`src/rtl/qupls_ptw_walk_sched.sv`:
```
// qupls_ptw_walk_sched
//   Schedules page-table walk fetches from a miss queue onto a single memory
//   read port and tracks them in a small translation-buffer of tagged slots.
//   A round-robin arbiter picks one ready miss-queue entry, the lowest free
//   slot is used as the read tag, and completed slots are retired one per
//   cycle (lowest slot first) on the sel_tran/tran_* outputs.
//
//   Ports
//     clk, rst             clock, synchronous active-high reset
//     flush                abort all walks in flight
//     req_v, req_adr       per-entry ready flags and table addresses
//     grant_v, grant_qe    one-cycle grant pulse and granted entry index
//     mem_req/adr/tag/ack  read request handshake
//     mem_resp_*           read response (tag + 64-bit data)
//     sel_tran, tran_*     completed translation; sel_tran[5]=1 means none
//     busy, tag_err        any walk outstanding; sticky stray-response flag
//
//   Optional feature: define QUPLS_PTW_SCHED_TIMEOUT_EN to give each pending
//   slot an 8-bit age counter that retires it as a fault when it saturates.

module qupls_ptw_walk_sched #(
  parameter int NQ  = 8,
  parameter int NTB = 16,
  parameter int AW  = 32
) (
  input  logic                   clk,
  input  logic                   rst,
  input  logic                   flush,
  input  logic [NQ-1:0]          req_v,
  input  logic [NQ*AW-1:0]       req_adr,
  output logic                   grant_v,
  output logic [$clog2(NQ)-1:0]  grant_qe,
  output logic                   mem_req,
  output logic [AW-1:0]          mem_adr,
  output logic [$clog2(NTB)-1:0] mem_tag,
  input  logic                   mem_ack,
  input  logic                   mem_resp_v,
  input  logic [$clog2(NTB)-1:0] mem_resp_tag,
  input  logic [63:0]            mem_resp_data,
  output logic [5:0]             sel_tran,
  output logic [$clog2(NQ)-1:0]  tran_stk,
  output logic [63:0]            tran_pte,
  output logic                   tran_fault,
  output logic                   busy,
  output logic                   tag_err
);

  localparam int QW = $clog2(NQ);
  localparam int TW = $clog2(NTB);

  typedef enum logic {IDLE, ISSUE} state_t;

  state_t          state;
  logic [QW-1:0]   rr_ptr;
  logic [NQ-1:0]   owned;
  logic [NTB-1:0]  pend;
  logic [NTB-1:0]  done;
  logic [NTB-1:0]  fault;
  logic [NTB-1:0]  tmo;
  logic [QW-1:0]   slot_stk  [NTB];
  logic [63:0]     slot_data [NTB];

  logic [NQ-1:0]   eligible;
  logic [QW-1:0]   cand;
  logic            gnt_found;
  logic [QW-1:0]   gnt_idx;
  logic            free_found;
  logic [TW-1:0]   free_idx;
  logic            done_found;
  logic [TW-1:0]   done_idx;
  logic            resp_hit;
  logic            ack_take;

  // Round-robin search starting one past the last grant, plus lowest-free
  // and lowest-done slot pickers. Slots are judged on registered state, so a
  // slot retired this cycle is only allocatable from the next cycle.
  always_comb begin
    eligible   = req_v & ~owned;
    cand       = '0;
    gnt_found  = 1'b0;
    gnt_idx    = '0;
    for (int unsigned i = 0; i < NQ; i++) begin
      cand = rr_ptr + QW'(i + 1);
      if (!gnt_found && eligible[cand]) begin
        gnt_found = 1'b1;
        gnt_idx   = cand;
      end
    end
    free_found = 1'b0;
    free_idx   = '0;
    done_found = 1'b0;
    done_idx   = '0;
    for (int unsigned i = 0; i < NTB; i++) begin
      if (!free_found && !pend[i] && !done[i]) begin
        free_found = 1'b1;
        free_idx   = TW'(i);
      end
      if (!done_found && done[i]) begin
        done_found = 1'b1;
        done_idx   = TW'(i);
      end
    end
  end

  assign resp_hit = mem_resp_v && pend[mem_resp_tag];
  assign ack_take = (state == ISSUE) && mem_ack;
  assign busy     = (|pend) || (|done) || (state == ISSUE);

  always_ff @(posedge clk) begin
    if (rst) begin
      state    <= IDLE;
      rr_ptr   <= QW'(NQ - 1);
      owned    <= '0;
      pend     <= '0;
      done     <= '0;
      grant_v  <= 1'b0;
      grant_qe <= '0;
      mem_req  <= 1'b0;
      mem_adr  <= '0;
      mem_tag  <= '0;
      sel_tran <= 6'h3f;
      tran_stk <= '0;
      tran_pte <= '0;
      tag_err  <= 1'b0;
    end else begin
      grant_v <= 1'b0;
      if (mem_resp_v && !pend[mem_resp_tag])
        tag_err <= 1'b1;
      if (flush) begin
        state    <= IDLE;
        mem_req  <= 1'b0;
        owned    <= '0;
        pend     <= '0;
        done     <= '0;
        sel_tran <= 6'h3f;
      end else begin
        sel_tran <= 6'h3f;
        if (done_found) begin
          sel_tran               <= {1'b0, 5'(done_idx)};
          tran_stk               <= slot_stk[done_idx];
          tran_pte               <= fault[done_idx] ? '0 : slot_data[done_idx];
          done[done_idx]         <= 1'b0;
          owned[slot_stk[done_idx]] <= 1'b0;
        end
        for (int unsigned i = 0; i < NTB; i++) begin
          if (tmo[i]) begin
            pend[i] <= 1'b0;
            done[i] <= 1'b1;
          end
        end
        if (resp_hit) begin
          pend[mem_resp_tag] <= 1'b0;
          done[mem_resp_tag] <= 1'b1;
        end
        case (state)
          IDLE: begin
            if (gnt_found && free_found) begin
              grant_v  <= 1'b1;
              grant_qe <= gnt_idx;
              rr_ptr   <= gnt_idx;
              mem_req  <= 1'b1;
              mem_adr  <= req_adr[int'(gnt_idx)*AW +: AW];
              mem_tag  <= free_idx;
              state    <= ISSUE;
            end
          end
          ISSUE: begin
            if (mem_ack) begin
              pend[mem_tag]   <= 1'b1;
              owned[grant_qe] <= 1'b1;
              mem_req         <= 1'b0;
              state           <= IDLE;
            end
          end
          default: state <= IDLE;
        endcase
      end
    end
  end

  // Slot payload storage; only meaningful while the slot's control bits say
  // so, hence no reset.
  always_ff @(posedge clk) begin
    if (ack_take)
      slot_stk[mem_tag] <= grant_qe;
    if (resp_hit)
      slot_data[mem_resp_tag] <= mem_resp_data;
  end

`ifdef QUPLS_PTW_SCHED_TIMEOUT_EN
  logic [7:0] age [NTB];

  // A response arriving on the saturation cycle wins over the timeout.
  always_comb begin
    for (int unsigned i = 0; i < NTB; i++)
      tmo[i] = pend[i] && (age[i] == 8'hff) &&
               !(resp_hit && (mem_resp_tag == TW'(i)));
  end

  always_ff @(posedge clk) begin
    if (rst) begin
      fault      <= '0;
      tran_fault <= 1'b0;
      for (int unsigned i = 0; i < NTB; i++)
        age[i] <= '0;
    end else begin
      for (int unsigned i = 0; i < NTB; i++) begin
        if (!pend[i])
          age[i] <= '0;
        else if (age[i] != 8'hff)
          age[i] <= age[i] + 8'd1;
      end
      if (flush) begin
        fault <= '0;
      end else begin
        for (int unsigned i = 0; i < NTB; i++)
          if (tmo[i])
            fault[i] <= 1'b1;
        if (resp_hit)
          fault[mem_resp_tag] <= 1'b0;
        if (ack_take)
          fault[mem_tag] <= 1'b0;
        if (done_found)
          tran_fault <= fault[done_idx];
      end
    end
  end
`else
  assign tmo        = '0;
  assign fault      = '0;
  assign tran_fault = 1'b0;
`endif

endmodule

```
`config.mk`:
```
export PLATFORM = sky130hd
export DESIGN_NAME = qupls_ptw_walk_sched
export DESIGN_NICKNAME = d
export VERILOG_FILES = /design/src/rtl/qupls_ptw_walk_sched.sv
export SDC_FILE = /design/constraint.sdc
export NUM_CORES = 2
export LEC_CHECK = 0
export ABC_AREA = 1
export ABC_CLOCK_PERIOD_IN_PS = 5020
export BUFFER_PORTS_ARGS = -buffer_cell sky130_fd_sc_hd__buf_4
export CORE_ASPECT_RATIO = 1.5
export CORE_MARGIN = 10
export CORE_UTILIZATION = 49
export CTS_BUF_LIST = sky130_fd_sc_hd__clkbuf_2 sky130_fd_sc_hd__clkbuf_4 sky130_fd_sc_hd__clkbuf_8
export DETAILED_ROUTE_END_ITERATION = 8
export PLACE_DENSITY = 0.67
export SLEW_MARGIN = 20
export SYNTH_ARGS = -nofsm -noshare
export SYNTH_HDL_FRONTEND = slang
export SYNTH_SLANG_ARGS = --single-unit
```
`constraint.sdc`:
```
create_clock -name clk -period 5.02 [get_ports clk]
set_input_delay 1.004 -clock clk [delete_from_list [all_inputs] [get_ports clk]]
set_output_delay 1.004 -clock clk [all_outputs]
set_load 0.05 [all_outputs]
```
==> impl_metrics.toml <==
[run_status]
status = "finished clean"

[timing]
clock_skew_ns = 0.0586
fin_ws_ns = 0.856
setup_tns_ns = 0
hold_viol_final = 0
rsz0062_at_grt = "false"
hold_slack_ns = 0.374
fmax_mhz = 240
worstMarginPinSlew_ns = 1.03
period_share_pct = 83.0
slew_headroom_pct = 31.1
final-setup-viol-count = 0
slew_violations = 0
period_minus_slack_ns = 4.16

[synthesis]
ys.warnings.count = 0
syn_inst = 4104
ys_seq_area_share_pct = 71.3
yosys.area.top_type = "edfxtp_1"
syn_nets = 4443
synth_top_area_share_pct = 64.9
async_flop_share_pct = 0
yosys-top-cells-area = "edfxtp_1 65%, nand2_1 7.0%, a22oi_1 6.8%"
synth.most_common_cell = "edfxtp_1"
synth_cell_type_count = 45
syn_area_per_cell_sq_um = 12.1
ys.flop_type = "edfxtp_1"
synth.ff_latch_count = 1230
synth_common_cells = "1,072 x edfxtp_1, 921 x nand2_1, 446 x a22oi_1"
synth-edff-count = 1072
synthesis.area_sq_um = 49600

[power_and_ir_drop]
powerDensity_nw_per_um2 = 417
p_total_mw = 24.4
p_leak_nw = 21.3
ir_drop_uv = 352

[grt]
antenna_found_initial = 5
overflow = 0
track_usage_pct = 25.3
grt_max_degree = 126
met3_usage_pct = 5.27
grt_pass1_vias = 34600
met1_usage_pct = 29.0
gr-usage-met2_pct = 44.3
busiest_layer = "met2"
grt_first_pass_wirelength_um = 219000

[critical_path]
cp_max_fo = 71
start_kind = "flop"
crit_required_ns = 5.81
r2r_slack_ns = 0.86
r2r_cells = 19
reg2reg_to = "mem_adr[17]$_SDFFE_PP0P_"
worstPathArrival_ns = 4.95
crit_type = "flop to flop"
cp-end-kind = "flop"
timing.rr.start = "rr_ptr[1]$_SDFFE_PP1P_"

[placement]
place.gp.congestion = 0.949
hpwlAfterDp_um = 90300
placed_area_sq_um = 54700
placedCellCount = 5687
port_buffers = 452
dp_slack_ns = 0.858

[min_path]
holdPathStages = 3
holdPathEnd = "tag_err$_SDFFE_PP0P_"
hp-class = "input port to flop"
hold_start = "mem_resp_v"

[route]
viasPerCell = 5.81
vias = 34900
ant_nets = 0
finalWirelength_um = 148000
drt_pass1_iterations = 5
detail_route.iter0.violations = 2984
wl_per_cell_um = 24.7
drc_errors = 0

[layout]
layout-drive-gt1-share_pct = 19.3
finalCoreUtilization_pct = 58.3
postLayoutCellArea_sq_um = 58400
nNetsFinal = 4908
area_growth_pct = 17.8
n_fill_cell = 8111
instances_no_fill = 6018
multi_input_area_sq_um = 12500
register_area_sq_um = 35400

[floorplan]
dieArea_sq_um = 115000
die_h_um = 410
core-area_sq_um = 100000
num_rows = 142
start_util_pct = 49.5
ioPinCount = 454
die_width_um = 280

[clocking]
clk_transition_reported_paths_ns = 0.08
cts_tree = "yes"
postCtsSetupRepairBufs = 0
cts_root_buf = "clkbuf_8"
clk-insertion-delay-late_ns = 0.89
cts_resized = 0
cts_buffers = 176
clock_path_buffers = 3
h-tree-depth = 4
ctsHoldBuffers = 0
cts_sinks = 1230

[job]
maxCapViolations = 0
## report_power, final
| group | switching, mW | internal, mW |
|---|---|---|
| Sequential | 0.101 | 11.2 |
| Combinational | 3.43 | 1.50 |
| Clock | 3.75 | 4.35 |
| Total | 7.29 | 17.1 |
## cell families after synthesis
kind of cell | Yosys count | synth area share, %
simple gates | 1620 | 14.0
flops | 1230 | 71.3
compound gates | 816 | 10.6
buf+inv | 432 | 3.89
xor+xnor | 3 | 0.144
fa+ha+maj | 2 | 0.0505
other cells | 1 | 0.00757
## flip-flops by register name, summed over array words and instances (netlist names), 5 cells and up
name and count:
slot_data 1024, tran_pte 64, slot_stk 48, mem_adr 32
done 16, pend 16, owned 8, sel_tran 5
## worst max-delay path, cell delays in order, from the launching register on
cell	delay [ns]
dfxtp_1	0.67
inv_1	0.28
ha_1	0.44
inv_1	0.22
nand3_1	0.16
nand3_2	0.12
nand2_2	0.09
nor2_2	0.15
nand4_4	0.13
nor2_4	0.16
nand3_4	0.14
nand2_1	0.13
nand2_4	0.31
buf_12	0.34
nand3_1	0.12
nand3_1	0.20
nand3_1	0.15
nand3_1	0.08
nand2_1	0.06
inv_1	0.04
## cell type report
cell class              count  area share, %
multi-input cells        2442           21.4
clock inverters            66          0.821
repair buffers            539           7.74
inverters                 180           1.19
well taps                1296           2.78
clock buffers             262           5.47
diodes                      3         0.0129
flip-flops and latches   1230           60.5
## per-layer routing
metal	vias to the layer above	share of wire [%]
met5	-	0.018
met4	4	4.5
met3	317	7.6
met2	1575	51
met1	17100	37
li1	15900	-
## layout by cell type, fill, tap and decap left out, types with 3 or more instances in the layout
cell type,count
buf_12,38
nor2_1,167
clkinv_2,19
nand3_1,415
nand4_1,51
edfxtp_1,1072
o21ai_1,8
inv_1,169
inv_2,6
a21oi_1,320
nand4_4,3
inv_8,3
clkbuf_4,66
nand2_2,3
a22oi_1,446
nand2_1,919
bufinv_16,5
nand3_2,3
o21ai_0,16
o211ai_1,3
o22ai_1,7
nor3_1,12
nor2_4,24
dfxtp_1,158
clkinv_1,31
nor3_2,4
diode_2,3
clkbuf_8,196
buf_4,501
nor2_2,11
nand2_4,3
clkinvlp_4,7
## how the worst max path moves through the flow
stage / startpoint / slack [ns] / endpoint / cells after the start
floorplan: mem_resp_tag[0] / -0.06 / pend[4]$_SDFF_PP0_ / 12
global placement: rr_ptr[1]$_SDFFE_PP1P_ / 0.95 / mem_adr[21]$_SDFFE_PP0P_ / 18
detailed placement: rr_ptr[1]$_SDFFE_PP1P_ / 0.86 / mem_adr[6]$_SDFFE_PP0P_ / 19
CTS: rr_ptr[1]$_SDFFE_PP1P_ / 0.83 / mem_adr[14]$_SDFFE_PP0P_ / 19
global route: rr_ptr[1]$_SDFFE_PP1P_ / 0.41 / mem_adr[6]$_SDFFE_PP0P_ / 21
finish: rr_ptr[1]$_SDFFE_PP1P_ / 0.86 / mem_adr[17]$_SDFFE_PP0P_ / 19
No activity file was read; power rests on OpenSTA's default activity.
